**src/rtl/async_fifo.sv**
```systemverilog
// FIFO with Gray-coded pointers crossing two-flop synchronizers on a single clock,
// so flag and count latency match a true dual-clock build and the domains can be split later.

module async_fifo_sync #(
  parameter int W = 4
) (
  input  logic         clk,
  input  logic         rst_n,
  input  logic [W-1:0] d,
  output logic [W-1:0] q2
);
  logic [W-1:0] q1;

  always_ff @(posedge clk or negedge rst_n) begin
    if (!rst_n) begin
      q1 <= '0;
      q2 <= '0;
    end else begin
      q1 <= d;
      q2 <= q1;
    end
  end
endmodule

module async_fifo #(
  parameter int DATA_WIDTH = 8,
  parameter int DEPTH      = 8   // power of two, >= 4
) (
  input  logic                      write_clk,
  input  logic                      write_reset_n,
  input  logic                      write_en,
  input  logic [DATA_WIDTH-1:0]     write_data,
  input  logic                      read_en,
  output logic [DATA_WIDTH-1:0]     read_data,
  output logic                      full,
  output logic                      empty,
  output logic [$clog2(DEPTH):0]    count
);
  localparam int ADDR = $clog2(DEPTH);

  typedef logic [ADDR:0] ptr_t;

  function automatic ptr_t bin2gray(input ptr_t b);
    return b ^ (b >> 1);
  endfunction

  function automatic ptr_t gray2bin(input ptr_t g);
    ptr_t b;
    b[ADDR] = g[ADDR];
    for (int i = ADDR - 1; i >= 0; i--) b[i] = b[i+1] ^ g[i];
    return b;
  endfunction

  logic [DATA_WIDTH-1:0] mem [DEPTH];
  ptr_t wbin, rbin, wgray, rgray;
  ptr_t wbin_nxt, rbin_nxt;
  ptr_t rq2, wq2;
  logic wr_ok, rd_ok;

  assign wr_ok    = write_en & ~full;
  assign rd_ok    = read_en & ~empty;
  assign wbin_nxt = wbin + ptr_t'(1);
  assign rbin_nxt = rbin + ptr_t'(1);

  // Storage is not reset; only pointers define which words are valid.
  always_ff @(posedge write_clk) begin
    if (wr_ok) mem[wbin[ADDR-1:0]] <= write_data;
  end

  always_ff @(posedge write_clk or negedge write_reset_n) begin
    if (!write_reset_n) begin
      wbin  <= '0;
      wgray <= '0;
    end else if (wr_ok) begin
      wbin  <= wbin_nxt;
      wgray <= bin2gray(wbin_nxt);
    end
  end

  always_ff @(posedge write_clk or negedge write_reset_n) begin
    if (!write_reset_n) begin
      rbin      <= '0;
      rgray     <= '0;
      read_data <= '0;
    end else if (rd_ok) begin
      rbin      <= rbin_nxt;
      rgray     <= bin2gray(rbin_nxt);
      read_data <= mem[rbin[ADDR-1:0]];
    end
  end

  async_fifo_sync #(.W(ADDR+1)) u_r2w (
    .clk  (write_clk),
    .rst_n(write_reset_n),
    .d    (rgray),
    .q2   (rq2)
  );

  async_fifo_sync #(.W(ADDR+1)) u_w2r (
    .clk  (write_clk),
    .rst_n(write_reset_n),
    .d    (wgray),
    .q2   (wq2)
  );

  // Flags compare own pointer against the stale view of the other side, so they only err conservative.
  assign empty = (rgray == wq2);
  assign full  = (wgray == {~rq2[ADDR:ADDR-1], rq2[ADDR-2:0]});
  assign count = wbin - gray2bin(rq2);
endmodule

```
**config.mk**
```make
export PLATFORM = sky130hd
export DESIGN_NAME = async_fifo
export DESIGN_NICKNAME = d
export VERILOG_FILES = /design/src/rtl/async_fifo.sv
export SDC_FILE = /design/constraint.sdc
export NUM_CORES = 1
export LEC_CHECK = 0
export CORE_AREA = 3 3 105 107
export DETAILED_ROUTE_END_ITERATION = 6
export DIE_AREA = 0 0 108 110
export PLACE_DENSITY = 0.67
export SYNTH_ARGS = -nofsm -noshare
export SYNTH_HDL_FRONTEND = slang
export SYNTH_HIERARCHICAL = 1
export SYNTH_SLANG_ARGS = --single-unit
```
**constraint.sdc**
```tcl
create_clock -name write_clk -period 3.1 [get_ports write_clk]
set_clock_uncertainty 0.1 [all_clocks]
set_input_delay 0.775 -clock write_clk [delete_from_list [all_inputs] [get_ports write_clk]]
set_output_delay 0.775 -clock write_clk [all_outputs]
set_load 0.005 [all_outputs]
```
# Yosys cells after proc, flatten, opt, wreduce, memory -nomap -nowiden
# Memories as Yosys holds them, arrays and structs flattened. A register that Yosys moved wholly into a read port is not among the register bits.
# Index checks and enable logic that the tools add are counted.
# totals
n_memories	1
rom_bits	0
latchBits	0
reg_bits	32
output_inout_bits	14
elab_cells	27
ram_bits	64
# classes
div	0
reduce_logical	1
n_eq_ne	2
addsub	3
multipliers	0
muxes	2
bitwise	10
order_cmp	0
shifts	0
# mem_list
name	depth	word_bits	rd	rd_ports_with_merged_regs	wr	line	rtl
mem	8	8	1	1	1	54	logic [DATA_WIDTH-1:0] mem [DEPTH];
# op_table
op	count
adder 4 x 1 -> 4 bit, second input constant	2
equality test 4 bit	2
bitwise XOR 4 x 3 -> 4 bit	2
subtractor 4 bit	1
bitwise XOR 1 bit	3
AND 1 bit	2
two-way mux 1 bit	2
inverter 1 bit	2
inverter 2 bit	1
zero test 1 bit	1

# Longest topological paths before layout
# Gate-level depths: netlist of run 1.
# depth
word_depth	6
depth_mapped	8

# Hierarchy
# The synthesis of run 1 kept the hierarchy.
# by_module_without_submodules
mod	n_inst	cells_per_inst	area_each_um2
async_fifo	1	217	3637.2
async_fifo_sync	2	8	200.2

# Worst setup path after synthesis of run 1
# No wires, ideal clock.
# synth_path
kind	register to output
start	reg u_r2w.q2[3]
end	out count[2]
stages_incl_launch_ff	7
path_buffers	0
path_slack_ps	516
required_time_ps	2225
t_arrival_ps	1709
path_cell_list	dfrtp_1 xnor2_1 xor2_1 xnor2_1 ha_1 fa_1 xnor2_1
# synth_via
elab_chain_cells	4
# synth_lines
element	line	rtl
start: declaration	10	output logic [W-1:0] q2
start signal: assignment	20	q2 <= q1;
bitwise XOR 1 bit *	50	for (int i = ADDR - 1; i >= 0; i--) b[i] = b[i+1] ^ g[i];
bitwise XOR 1 bit (2 in series)	50	
subtractor 4 bit *	109	assign count = wbin - gray2bin(rq2);
end: declaration	37	output logic [$clog2(DEPTH):0] count
# Mark *: on every way between the ends. The rest lies on a longest branch, timed or not.

# Worst setup path after layout of run 1
# layout_path
start	reg u_r2w.q2[3]
end	out count[3]
# layout_via
elab_chain_cells	4
# layout_lines
element	line
bitwise XOR 1 bit (3 in series)	50
subtractor 4 bit *	109
# Marks and branches as above.

==> metrics.yaml, run 1 <==
run_status:
  run_status: "finished with violations"
  violations: "negative setup slack"
sta:
  worstMarginPinSlew_ps: 821
  maxSlewHeadroom: 0.453
  finalHoldViolCount: 0
  setup_repair_after_global_routing_missed_its_margin: "true"
  totalNegativeSetupSlack_ps: -7.23
  finalMaxSlewViolations: 0
  finalSetupViolations: 1
  fmax_ghz: 0.322
  finalCritPeriodShare: 1.00
  fin_crit_ps: 3110
  fin_ws_ps: -7.23
floorplanning:
  floorplan.die.width_um: 108
  die_area_um2: 11900
  placementRows: 37
  fp.coreArea_um2: 10200
  num_io_pins: 26
  die_h_um: 110
  starting_density: 0.395
global_routing:
  grt_start_max_net_pins: 39
  groute.usage.overall: 0.124
  grt_pass1_wl_um: 10900
  most_used_layer_global_route: "met2"
  met1_usage: 0.173
  first_global_vias: 2019
  global_route.overflow_total: 0
  grt_use_met2: 0.190
  number_of_antenna_violations_at_the_first_check_in_global_routing: 0
  grtUsageMet3: 0.0215
finish:
  multi_input_combinational_cell_area_um2: 1120
  design_area_um2: 4760
  utilization: 0.465
  final_nets: 295
  layout.area.seq_um2: 2870
  area_delta_synth_final_pct: 17.8
  post_route_cells_drive_above_1_share: 0.230
  fill_cells: 870
  antenna_cells_inserted: 0
worst_setup_path:
  timing.rr.end: "mem[0][1]"
  timing.critical_path.slowest_cell_delay_ps: 430
  critPathRequiredTime_ps: 2220
  worst_setup_path_startpoint: "u_r2w/q2[3]"
  crit_path_top_delay_cell: "sky130_fd_sc_hd__dfrtp_1"
  worst-setup-path-type: "register to output pin"
  worstPathCellList: "xnor2_2 -> xor2_2 -> xnor2_1 -> ha_2 -> inv_2 -> a21o_1 -> a21oi_2 -> xnor2_1 -> buf_2"
  critical_path_arrival_ps: 2230
  crit_path_frequent_cell: "sky130_fd_sc_hd__xnor2_1"
  rr_startpoint: "u_r2w/q2[3]"
  slack_of_the_worst_reg_to_reg_path_ps: 700
  worst-r2r-cell-count: 6
  setup.worst_path.start_class: "register"
  kind_of_capture_point_of_the_worst_setup_path: "output pin"
  worst-path-max-fanout: 2
  endpoint: "count[3]"
routing:
  vias: 1998
  wl_per_cell_um: 15.9
  drcViolationCount: 0
  drt-initial-drc-count: 69
  drt-pass1-iter-count: 4
  detail-route-antenna-nets: 0
  via_per_inst: 4.78
  finalWirelength_um: 6650
pwr:
  combinationalPowerShare: 0.428
  power_frac_seq: 0.417
  net-switching-power_mw: 1.77
  p_leak_nw: 1.77
  p_per_area_nw_per_um2: 1080
  intPower_mw: 3.35
  max-vdd-ir-drop_mv: 0.406
  power.switching_fraction: 0.346
  clock_power_share: 0.156
synth:
  synth_area_um2: 4040
  ys_ff_latch: 102
  ys_seq_area_frac: 0.711
  synth.net_count: 251
  synthTopCellsByArea: "sky130_fd_sc_hd__edfxtp_1 (48%), sky130_fd_sc_hd__dfrtp_1 (24%), sky130_fd_sc_hd__mux4_2 (8.9%)"
  yosys.cell_types.count: 24
  synth_top_area_cell: "sky130_fd_sc_hd__edfxtp_1"
  postSynthCellCount: 233
  synth.avg_cell_area_um2: 17.3
  post-synth-top-area-fraction: 0.476
  yosysWarningCount: 6
clocking:
  clock_insertion_delay_worst_skew_ps: 360
  cts.root.buffer_cell: "sky130_fd_sc_hd__clkbuf_8"
  cts-hold-fix-buffers: 0
  cts_max_level: 3
  clock_path_buffers: 2
  clk_pin_slew_ps: 100
  tritoncts_clock_tree: "yes"
  cts.sinks: 102
  cts_buffers: 9
placement:
  placement_stage_cell_area_um2: 4510
  portBuffers: 25
  gp_congestion: 0.738
  dp_hpwl_um: 4460
worst_hold_path:
  hold_path_class: "register to register"
run:
  cap_violations: 0
[area by class of cell]
| type | instances | area share |
|---|---|---|
| clock buffer | 9 | 0.0260 |
| clock inverter | 7 | 0.0153 |
| inverter | 9 | 0.00710 |
| multi-input combinational | 113 | 0.235 |
| sequential | 102 | 0.604 |
| tap | 136 | 0.0358 |
| timing repair buffer | 42 | 0.0763 |
[synthesized netlist by cell type]
library cell	count
sky130_fd_sc_hd__clkbuf_1	3
sky130_fd_sc_hd__fa_1	1
sky130_fd_sc_hd__buf_6	1
sky130_fd_sc_hd__a21oi_1	1
sky130_fd_sc_hd__nor2_1	4
sky130_fd_sc_hd__mux4_2	16
sky130_fd_sc_hd__dfrtp_1	38
sky130_fd_sc_hd__xnor2_1	16
sky130_fd_sc_hd__mux2i_1	8
sky130_fd_sc_hd__nor3_1	6
sky130_fd_sc_hd__o21ai_0	13
sky130_fd_sc_hd__xor2_1	13
sky130_fd_sc_hd__nand2_1	19
sky130_fd_sc_hd__nand2b_1	1
sky130_fd_sc_hd__o41ai_4	2
sky130_fd_sc_hd__o21ai_1	1
sky130_fd_sc_hd__edfxtp_1	64
sky130_fd_sc_hd__inv_1	9
sky130_fd_sc_hd__nand3_1	1
sky130_fd_sc_hd__a21o_1	1
sky130_fd_sc_hd__ha_1	5
sky130_fd_sc_hd__buf_2	5
sky130_fd_sc_hd__mux2_2	2
sky130_fd_sc_hd__nor4_1	3
[cell families (layout without fill, tap and decap cells)]
logic type               after synthesis  in the layout  synth area share
AND/OR/NAND/NOR                       34             34            0.0363
buffers and inverters                 18             67            0.0201
flip-flops                           102            102             0.711
XOR/XNOR                              29             29            0.0629
AO/OA/AOI/OAI                         18             18            0.0341
adder cells (fa/ha/maj)                6              6            0.0205
multiplexers                          26             26             0.115
[through the flow]
step           setup WS, ps  hold slack [ps]  total power, mW  cells
6_report              -7.23              256             5.13    418
5_1_grt               -94.8              271             5.53    418
4_1_cts               -69.2              258             5.09    418
3_5_place_dp           -102              235             4.34    399
3_3_place_gp          -55.5              232             4.29    399
2_1_floorplan           516              231             3.46    233
[cells in the final DEF, fill, tap and decap left out]
master | Yosys | routed
sky130_fd_sc_hd__inv_2 | 0 | 2
sky130_fd_sc_hd__xnor2_2 | 0 | 1
sky130_fd_sc_hd__clkinv_8 | 0 | 1
sky130_fd_sc_hd__a21o_1 | 1 | 1
sky130_fd_sc_hd__dfrtp_1 | 38 | 38
sky130_fd_sc_hd__clkinv_4 | 0 | 1
sky130_fd_sc_hd__ha_1 | 5 | 3
sky130_fd_sc_hd__o21ai_1 | 1 | 1
sky130_fd_sc_hd__xor2_1 | 13 | 12
sky130_fd_sc_hd__buf_4 | 0 | 17
sky130_fd_sc_hd__nor2_1 | 4 | 4
sky130_fd_sc_hd__buf_6 | 1 | 1
sky130_fd_sc_hd__a21oi_2 | 0 | 1
sky130_fd_sc_hd__buf_2 | 5 | 3
sky130_fd_sc_hd__nand2b_1 | 1 | 1
sky130_fd_sc_hd__mux4_2 | 16 | 16
sky130_fd_sc_hd__fa_2 | 0 | 1
sky130_fd_sc_hd__nand2_1 | 19 | 19
sky130_fd_sc_hd__nor4_1 | 3 | 3
sky130_fd_sc_hd__xnor2_1 | 16 | 15
sky130_fd_sc_hd__o41ai_4 | 2 | 2
sky130_fd_sc_hd__inv_8 | 0 | 2
sky130_fd_sc_hd__ha_4 | 0 | 1
sky130_fd_sc_hd__dlygate4sd2_1 | 0 | 1
sky130_fd_sc_hd__ha_2 | 0 | 1
sky130_fd_sc_hd__nand3_1 | 1 | 1
sky130_fd_sc_hd__mux2_2 | 2 | 2
sky130_fd_sc_hd__inv_1 | 9 | 7
sky130_fd_sc_hd__xor2_2 | 0 | 1
sky130_fd_sc_hd__clkdlybuf4s50_1 | 0 | 20
sky130_fd_sc_hd__nor3_1 | 6 | 6
sky130_fd_sc_hd__o21ai_0 | 13 | 13
sky130_fd_sc_hd__mux2i_1 | 8 | 8
sky130_fd_sc_hd__edfxtp_1 | 64 | 64
sky130_fd_sc_hd__clkinvlp_4 | 0 | 1
sky130_fd_sc_hd__clkbuf_8 | 0 | 9
sky130_fd_sc_hd__inv_6 | 0 | 2
[layer usage]
metal,wire [um],up-vias
met2,3160,43
met1,3050,997
met5,0,-
met4,180,0
li1,-,945
met3,270,13
[critical path: cells and delay by family (launching register included)]
family,cells,cell delay (ps)
xor+xnor,4,740
fa+ha+maj,1,230
compound gates,2,310
flops,1,430
buf+inv,2,180
[registers in the layout (all words and copies together) (netlist names)]
register	cells
u_w2r/q2	4
u_r2w/q1	4
wgray	3
wbin	4
rbin	4
u_w2r/q1	4
u_r2w/q2	4
rgray	3
mem	64
read_data	8
[power by group through the flow]
stage	clock (mW)	combinational, mW	sequential, mW
global placement	0	2.14	2.15
detailed placement	0	2.18	2.17
CTS	0.825	2.13	2.14
finish	0.798	2.19	2.14
global route	0.887	2.45	2.19
floorplan	0	1.44	2.03
[worst min path at each step]
stage,cells past startpoint,start,to,slack [ps]
2_1_floorplan,0,u_r2w/q1[0],u_r2w/q2[0],230
3_3_place_gp,0,u_w2r/q1[3],u_w2r/q2[3],230
3_5_place_dp,0,u_w2r/q1[0],u_w2r/q2[0],230
4_1_cts,0,u_w2r/q1[0],u_w2r/q2[0],260
5_1_grt,0,u_w2r/q1[2],u_w2r/q2[2],270
6_report,0,u_w2r/q1[2],u_w2r/q2[2],260
[repair_timing]
action | 4_1_cts | 5_1_grt
setup endpoints to repair | 4 | 3
resized for setup | 16 | 6
setup buffers | 3 | 1
pin swaps | 8 | 8
gates cloned | 0 | 0
Note: power is estimated with default switching activity, not from simulation.
==> inputs of run 2 (changes only) <==
--- a/config.mk
+++ b/config.mk
@@ -5,10 +5,12 @@
 export SDC_FILE = /design/constraint.sdc
 export NUM_CORES = 1
 export LEC_CHECK = 0
-export CORE_AREA = 3 3 105 107
+export ABC_AREA = 1
+export CORE_AREA = 3 3 93 95
 export DETAILED_ROUTE_END_ITERATION = 6
-export DIE_AREA = 0 0 108 110
-export PLACE_DENSITY = 0.67
+export DIE_AREA = 0 0 96 98
+export GPL_TIMING_DRIVEN = 0
+export PLACE_DENSITY = 0.88
 export SYNTH_ARGS = -nofsm -noshare
 export SYNTH_HDL_FRONTEND = slang
 export SYNTH_HIERARCHICAL = 1
==> metrics.yaml, run 2 <==
routing:
  dr_wl_met3_um: 851  # +220%
  drcViolationCount: 0  # unchanged
  vias: 3438  # +72%
  wl_per_cell_um: 15.7  # -1.6%
  drt-initial-drc-count: 295  # +330%
  finalWirelength_um: 10100  # +52%
  via_per_inst: 5.32  # +11%
  routed-wl-met2_um: 5010  # +59%
  dr.max_layer_used: "met4"
  met1_length_um: 4030  # +32%
  drt-pass1-iter-count: 6  # +2
  detail-route-antenna-nets: 0  # unchanged
synth:
  yosys.cell_count.top_type: "sky130_fd_sc_hd__nand2_1"
  synthTopCellsByArea: "sky130_fd_sc_hd__edfxtp_1 (41%), sky130_fd_sc_hd__dfrtp_1 (21%), sky130_fd_sc_hd__nand2_1 (16%)"
  postSynthCellCount: 500  # +110%
  synth.top_cells.by_count: "sky130_fd_sc_hd__nand2_1 (197), sky130_fd_sc_hd__inv_1 (91), sky130_fd_sc_hd__edfxtp_1 (64)"
  synth_top_area_cell: "sky130_fd_sc_hd__edfxtp_1"
  ys.flop_type: "sky130_fd_sc_hd__edfxtp_1"
  synth_area_um2: 4630  # +15%
  ys_async_sr_fraction: 0.373  # unchanged
  synth.net_count: 518  # +110%
  ys_ff_latch: 102  # unchanged
  post-synth-top-area-fraction: 0.415  # -0.0611
  number_of_synthesized_flops_with_an_enable_pin: 64  # unchanged
  yosys.cell_types.count: 24  # unchanged
  yosysWarningCount: 6  # unchanged
  ys_seq_area_frac: 0.620  # -0.0913
  synth.avg_cell_area_um2: 9.26  # -47%
worst_setup_path:
  critPathRequiredTime_ps: 2220  # about the same
  setup.worst_path.start_class: "register"
  worst-path-max-fanout: 3  # +1
  kind_of_capture_point_of_the_worst_setup_path: "output pin"
  worst-setup-path-type: "register to output pin"
  critical_path_arrival_ps: 2240  # about the same
pwr:
  clock_power_share: 0.162  # +0.006
  max-vdd-ir-drop_mv: 0.420  # +3.3%
  combinationalPowerShare: 0.471  # +0.043
  power_frac_seq: 0.367  # -0.050
  p_per_area_nw_per_um2: 1030  # -4.5%
  p_leak_nw: 2.61  # +48%
  power.switching_fraction: 0.404  # +0.0576
  net-switching-power_mw: 2.19  # +23%
  intPower_mw: 3.23  # -3.5%
sta:
  finalCritPeriodShare: 1.01  # +0.00306
  finalMaxSlewViolations: 0  # unchanged
  fin_crit_ps: 3120  # +9.49 ps
  finalSetupViolations: 2  # +1
  finalHoldViolCount: 0  # unchanged
  setup_repair_after_global_routing_missed_its_margin: "true"
  fin_ws_ps: -16.7  # -9.49 ps
  maxSlewHeadroom: 0.391  # -0.0623
  worstMarginPinSlew_ps: 911  # +90.1 ps
  fmax_ghz: 0.321  # -0.30%
clocking:
  cts.root.buffer_cell: "sky130_fd_sc_hd__clkbuf_8"
  cts_max_level: 3  # unchanged
  tritoncts_clock_tree: "yes"
  clock_path_buffers: 2  # unchanged
  cts-hold-fix-buffers: 0  # unchanged
  clk_pin_slew_ps: 90  # about the same
  cts.sinks: 102  # unchanged
  cts_buffers: 9  # unchanged
  clock_insertion_delay_worst_skew_ps: 360  # about the same
floorplanning:
  die_h_um: 98  # -11%
  placementRows: 32  # -14%
  num_io_pins: 26  # unchanged
  floorplan.die.width_um: 96  # -11%
  fp.coreArea_um2: 7810  # -24%
  die_area_um2: 9410  # -21%
  starting_density: 0.593  # +0.199
finish:
  final_nets: 557  # +89%
  largest_register_ff_count: 64  # unchanged
  final_common_cell: "sky130_fd_sc_hd__nand2_1"
  instances_no_fill: 646  # +55%
  antenna_cells_inserted: 0  # unchanged
  area_delta_synth_final_pct: 13.8
  utilization: 0.675  # +0.210
  most_used_cells_in_the_layout_excluding_fill_and_tap_cells: "sky130_fd_sc_hd__nand2_1 (194), sky130_fd_sc_hd__inv_1 (91), sky130_fd_sc_hd__edfxtp_1 (64), sky130_fd_sc_hd__nand3_1 (47), sky130_fd_sc_hd__dfrtp_1 (38)"
  post_route_cells_drive_above_1_share: 0.105  # -0.126
global_routing:
  global_route.overflow_total: 0  # unchanged
  grt_pass1_wl_um: 15900  # +46%
  first_global_vias: 3395  # +68%
  grt_start_max_net_pins: 39  # unchanged
  groute.usage.overall: 0.224  # +0.0999
  number_of_antenna_violations_at_the_first_check_in_global_routing: 0  # unchanged
placement:
  gp_congestion: 0.866  # +17%
  portBuffers: 24  # -4.0%
  dp_cells: 626  # +57%
  dp_hpwl_um: 6390  # +43%
run_status:
  violations: "negative setup slack"
  run_status: "finished with violations"
run:
  cap_violations: 0  # unchanged
worst_hold_path:
  hold_path_class: "register to register"
## run 2: cell count changes after synthesis, moves of 6 or more
cell and change:
sky130_fd_sc_hd__mux2i_1 -8, sky130_fd_sc_hd__o21ai_0 -8, sky130_fd_sc_hd__nor3_1 -6, sky130_fd_sc_hd__xnor2_1 -11
sky130_fd_sc_hd__nand3_1 +47, sky130_fd_sc_hd__mux4_2 -16, sky130_fd_sc_hd__buf_4 +6, sky130_fd_sc_hd__inv_1 +82
sky130_fd_sc_hd__nand2_1 +178, sky130_fd_sc_hd__nor2_1 +8, sky130_fd_sc_hd__xor2_1 -9
## run 2: area by class of cell
type,instances,area (um^2)
Timing Repair Buffer,28,249
Buffer,17,114
Multi-Input combinational cell,288,1350
Inverter,93,349
Clock buffer,11,153
Sequential cell,102,2870
Fill cell,542,2540
Tap cell,102,128
Clock inverter,5,56.3
## run 2: path summary, 6_finish.rpt
kind | from | slack, ps | endpoint | depth (start not counted)
min reg2reg | u_w2r/q1[3] | 250 | u_w2r/q2[3] | 0
min in group asynchronous | write_reset_n | 390 | read_data[4] | 1
max in group asynchronous | write_reset_n | 1990 | wgray[2] | 1
max reg2reg | u_r2w/q2[3] | 730 | mem[0][0] | 9
max | u_r2w/q2[3] | -20 | count[1] | 8
min | u_w2r/q1[3] | 250 | u_w2r/q2[3] | 0
## run 2: logic make-up after synthesis
| group | count (synthesis) | synth area share |
|---|---|---|
| xor+xnor | 9 | 0.0170 |
| compound gates | 7 | 0.00837 |
| fa+ha+maj | 6 | 0.0178 |
| buf+inv | 110 | 0.0999 |
| flops | 102 | 0.620 |
| simple gates | 266 | 0.237 |
## run 2: power by group through the flow
stage	registers, mW	clock network [mW]	logic, mW
global route	2.02	0.931	2.83
floorplan	1.97	0	1.56
detailed placement	2.01	0	2.38
global placement	2.00	0	2.27
finish	1.99	0.876	2.55
CTS	1.99	0.870	2.43
## run 2: layer usage
layer  track usage  vias to the layer above
li1              -                     1607
met1         0.296                     1636
met2         0.347                      166
met3        0.0555                       29
met4         0.105                        0
met5             0                        -
## run 2: timing repair
action	in CTS	in global routing
gates resized for setup	13	11
setup endpoints to repair	4	3
hold endpoints to repair	0	0
buffers inserted	2	2
pin swaps	3	5
## run 2: stage by stage
stage / power, mW / worst slack, ps / hold WS, ps / TNS (ps) / instance area (um^2)
floorplan: 3.53 / 552 / 231 / 0 / 4630
global placement: 4.26 / -107 / 232 / -139 / 5000
detailed placement: 4.40 / -186 / 236 / -287 / 4990
CTS: 5.30 / -138 / 254 / -258 / 5240
global route: 5.78 / -111 / 255 / -206 / 5270
finish: 5.42 / -16.7 / 253 / -28.9 / 5270
## run 2: worst max-delay path: stages, from the launching register on
cell and delay [ps]:
sky130_fd_sc_hd__dfrtp_1 440, sky130_fd_sc_hd__xnor2_2 170, sky130_fd_sc_hd__or2_4 280, sky130_fd_sc_hd__nand3_2 80
sky130_fd_sc_hd__nand2_2 80, sky130_fd_sc_hd__ha_4 170, sky130_fd_sc_hd__fa_2 520, sky130_fd_sc_hd__inv_1 40
sky130_fd_sc_hd__clkbuf_2 100
==> inputs of run 3 (changes only) <==
--- a/config.mk
+++ b/config.mk
@@ -6,11 +6,13 @@
 export NUM_CORES = 1
 export LEC_CHECK = 0
 export ABC_AREA = 1
-export CORE_AREA = 3 3 93 95
+export CELL_PAD_IN_SITES_DETAIL_PLACEMENT = 1
+export CELL_PAD_IN_SITES_GLOBAL_PLACEMENT = 1
+export CORE_AREA = 3 3 105 107
 export DETAILED_ROUTE_END_ITERATION = 6
-export DIE_AREA = 0 0 96 98
+export DIE_AREA = 0 0 108 110
 export GPL_TIMING_DRIVEN = 0
-export PLACE_DENSITY = 0.88
+export PLACE_DENSITY = 0.87
 export SYNTH_ARGS = -nofsm -noshare
 export SYNTH_HDL_FRONTEND = slang
 export SYNTH_HIERARCHICAL = 1
==> metrics.yaml, run 3 (synthesis gave the netlist of run 2 again) <==
pwr:
  max-vdd-ir-drop_mv: 0.379  # -9.6%
  power_frac_seq: 0.360  # -0.007
  combinationalPowerShare: 0.483  # +0.012
  p_per_area_nw_per_um2: 1050  # +2.1%
  power.switching_fraction: 0.423  # +0.0196
  intPower_mw: 3.23  # about the same
  p_leak_nw: 2.62  # +0.32%
  power.total_mw: 5.61  # +3.4%
  clock_power_share: 0.156  # -0.006
  net-switching-power_mw: 2.37  # +8.4%
routing:
  drt-initial-drc-count: 197  # -33%
  met1_length_um: 5060  # +26%
  finalWirelength_um: 12500  # +24%
  dr_wl_met3_um: 597  # -30%
  wl_per_cell_um: 18.3  # +17%
  via_per_inst: 5.08  # -4.6%
  detail-route-antenna-nets: 0  # unchanged
  drt-pass1-iter-count: 4  # -2
  dr.max_layer_used: "met4"
  routed-wl-met2_um: 6510  # +30%
  vias: 3462  # +0.70%
  drcViolationCount: 0  # unchanged
run_status:
  run_status: "finished, final reports clean"
finish:
  fill_cells: 1172  # +120%
  post_route_cells_drive_above_1_share: 0.110  # +0.00511
  utilization: 0.521  # -0.154
  largest_register_ff_count: 64  # unchanged
  antenna_cells_inserted: 0  # unchanged
  area_delta_synth_final_pct: 15.2
  final_common_cell: "sky130_fd_sc_hd__nand2_1"
  most_used_cells_in_the_layout_excluding_fill_and_tap_cells: "sky130_fd_sc_hd__nand2_1 (194), sky130_fd_sc_hd__inv_1 (91), sky130_fd_sc_hd__edfxtp_1 (64), sky130_fd_sc_hd__nand3_1 (47), sky130_fd_sc_hd__dfrtp_1 (38)"
  final_nets: 559  # +0.36%
floorplanning:
  die_area_um2: 11900  # +26%
  die_h_um: 110  # +12%
  fp.coreArea_um2: 10200  # +31%
  floorplan.die.width_um: 108  # +13%
  placementRows: 37  # +16%
  starting_density: 0.453  # -0.141
  num_io_pins: 26  # unchanged
worst_setup_path:
  timing.critical_path.slowest_cell_delay_ps: 520  # about the same
  worstPathCellList: "xnor2_2 -> or2_4 -> nand3_2 -> nand2_4 -> ha_4 -> fa_2 -> inv_1 -> buf_2"
  critPathRequiredTime_ps: 2220  # about the same
  crit_buf_inv: 2  # unchanged
  path_delay_family: "adder cells"
  slack_of_the_worst_reg_to_reg_path_ps: 570  # -160 ps
  timing.rr.end: "mem[7][2]"
  rr_startpoint: "u_r2w/q2[3]"
  worst-setup-path-type: "register to output pin"
  critical_path_arrival_ps: 2220  # -20 ps
  setup.worst_path.start_class: "register"
  worst-r2r-cell-count: 10  # +1
  kind_of_capture_point_of_the_worst_setup_path: "output pin"
  crit_path_top_delay_cell: "sky130_fd_sc_hd__fa_2"
  worst-path-max-fanout: 3  # unchanged
global_routing:
  number_of_antenna_violations_at_the_first_check_in_global_routing: 0  # unchanged
  groute.usage.overall: 0.221  # -0.00336
  global_route.overflow_total: 0  # unchanged
  grt_start_max_net_pins: 39  # unchanged
  grt_pass1_wl_um: 19300  # +21%
  first_global_vias: 3778  # +11%
sta:
  setup_repair_after_global_routing_missed_its_margin: "true"
  finalSetupViolations: 0  # -2
  fin_crit_ps: 3090  # -22.4 ps
  finalMaxSlewViolations: 0  # unchanged
  worstMarginPinSlew_ps: 1030  # +124 ps
  fmax_ghz: 0.323  # +0.73%
  finalCritPeriodShare: 0.998  # -0.00724
  finalHoldViolCount: 0  # unchanged
  maxSlewHeadroom: 0.308  # -0.0827
clocking:
  tritoncts_clock_tree: "yes"
  cts_max_level: 3  # unchanged
  cts.root.buffer_cell: "sky130_fd_sc_hd__clkbuf_8"
  clk_pin_slew_ps: 100  # about the same
  clock_path_buffers: 2  # unchanged
  clock_insertion_delay_worst_skew_ps: 390  # +30 ps
  cts_buffers: 9  # unchanged
  cts.sinks: 102  # unchanged
worst_hold_path:
  worst_hold_startpoint: "u_w2r/q1[2]"
  min_path_cells: 0  # unchanged
  whs_endpoint: "u_w2r/q2[2]"
  hold_path_class: "register to register"
placement:
  dp_hpwl_um: 8450  # +32%
  portBuffers: 24  # unchanged
  gp_congestion: 0.796  # -8.1%
run:
  cap_violations: 0  # unchanged
==> run 3: cell count changes in the layout (fill, tap and decap cells not counted), sizes merged <==
cell	before	now
buf	21	25
clkinvlp	1	0
bufinv	1	0
==> run 3: power groups by stage <==
stage               registers [mW]  clock network (mW)  logic [mW]
floorplan                     1.97                   0        1.56
global placement              2.00                   0        2.34
detailed placement            2.04                   0        2.52
CTS                           2.01               0.873        2.59
global route                  2.06               0.940        3.00
finish                        2.02               0.877        2.71
==> run 3: worst max path at each step <==
stage	slack, ps	depth (start not counted)	to	start
3_5_place_dp	-280	9	count[2]	u_r2w/q2[3]
2_1_floorplan	550	7	count[2]	u_r2w/q2[3]
6_report	6	8	count[1]	u_r2w/q2[3]
5_1_grt	-80	9	count[3]	u_r2w/q2[3]
3_3_place_gp	-130	9	count[2]	u_r2w/q2[3]
4_1_cts	-20	9	count[1]	u_r2w/q2[2]
==> run 3: per-stage QoR <==
step / setup TNS, ps / hold WS, ps / setup slack (ps) / cells / cell area, um^2
floorplan: 0 / 231 / 552 / 500 / 4630
global placement: -184 / 232 / -128 / 660 / 5040
detailed placement: -593 / 240 / -276 / 660 / 5040
CTS: -15.2 / 265 / -15.2 / 681 / 5310
global route: -222 / 275 / -84.2 / 682 / 5340
finish: 0 / 260 / 5.72 / 682 / 5340
==> run 3: final cells by class <==
type                       instances  area (um^2)  area share
buffer                            17          114      0.0213
clock buffer                      13          181      0.0340
clock inverter                     3         23.8     0.00446
inverter                          93          349      0.0654
multi-input combinational        288         1360       0.255
sequential                       102         2870       0.538
tap                              136          170      0.0319
timing repair buffer              30          264      0.0495
==> run 3: metal layers <==
layer	vias to the layer above	GRT usage
li1	1618	-
met1	1712	0.262
met2	101	0.390
met3	31	0.0513
met4	0	0.0848
met5	-	0
==> run 3: worst register-to-register path, cell delays in order, from the launching register on <==
cell	delay (ps)
sky130_fd_sc_hd__dfrtp_1	420
sky130_fd_sc_hd__buf_4	140
sky130_fd_sc_hd__inv_1	50
sky130_fd_sc_hd__nand2_1	70
sky130_fd_sc_hd__nand2_1	100
sky130_fd_sc_hd__nand2_1	80
sky130_fd_sc_hd__inv_1	60
sky130_fd_sc_hd__nand2_4	130
sky130_fd_sc_hd__nand2_4	70
sky130_fd_sc_hd__buf_6	160
sky130_fd_sc_hd__nor2_1	780
==> run 3: repair_timing <==
item | CTS | global route
hold buffers | 0 | 0
hold endpoints to repair | 0 | 0
endpoints found under the setup margin | 4 | 3
setup buffers | 5 | 1
gates resized for setup | 24 | 3
cloned | 0 | 0
pin swaps | 7 | 3
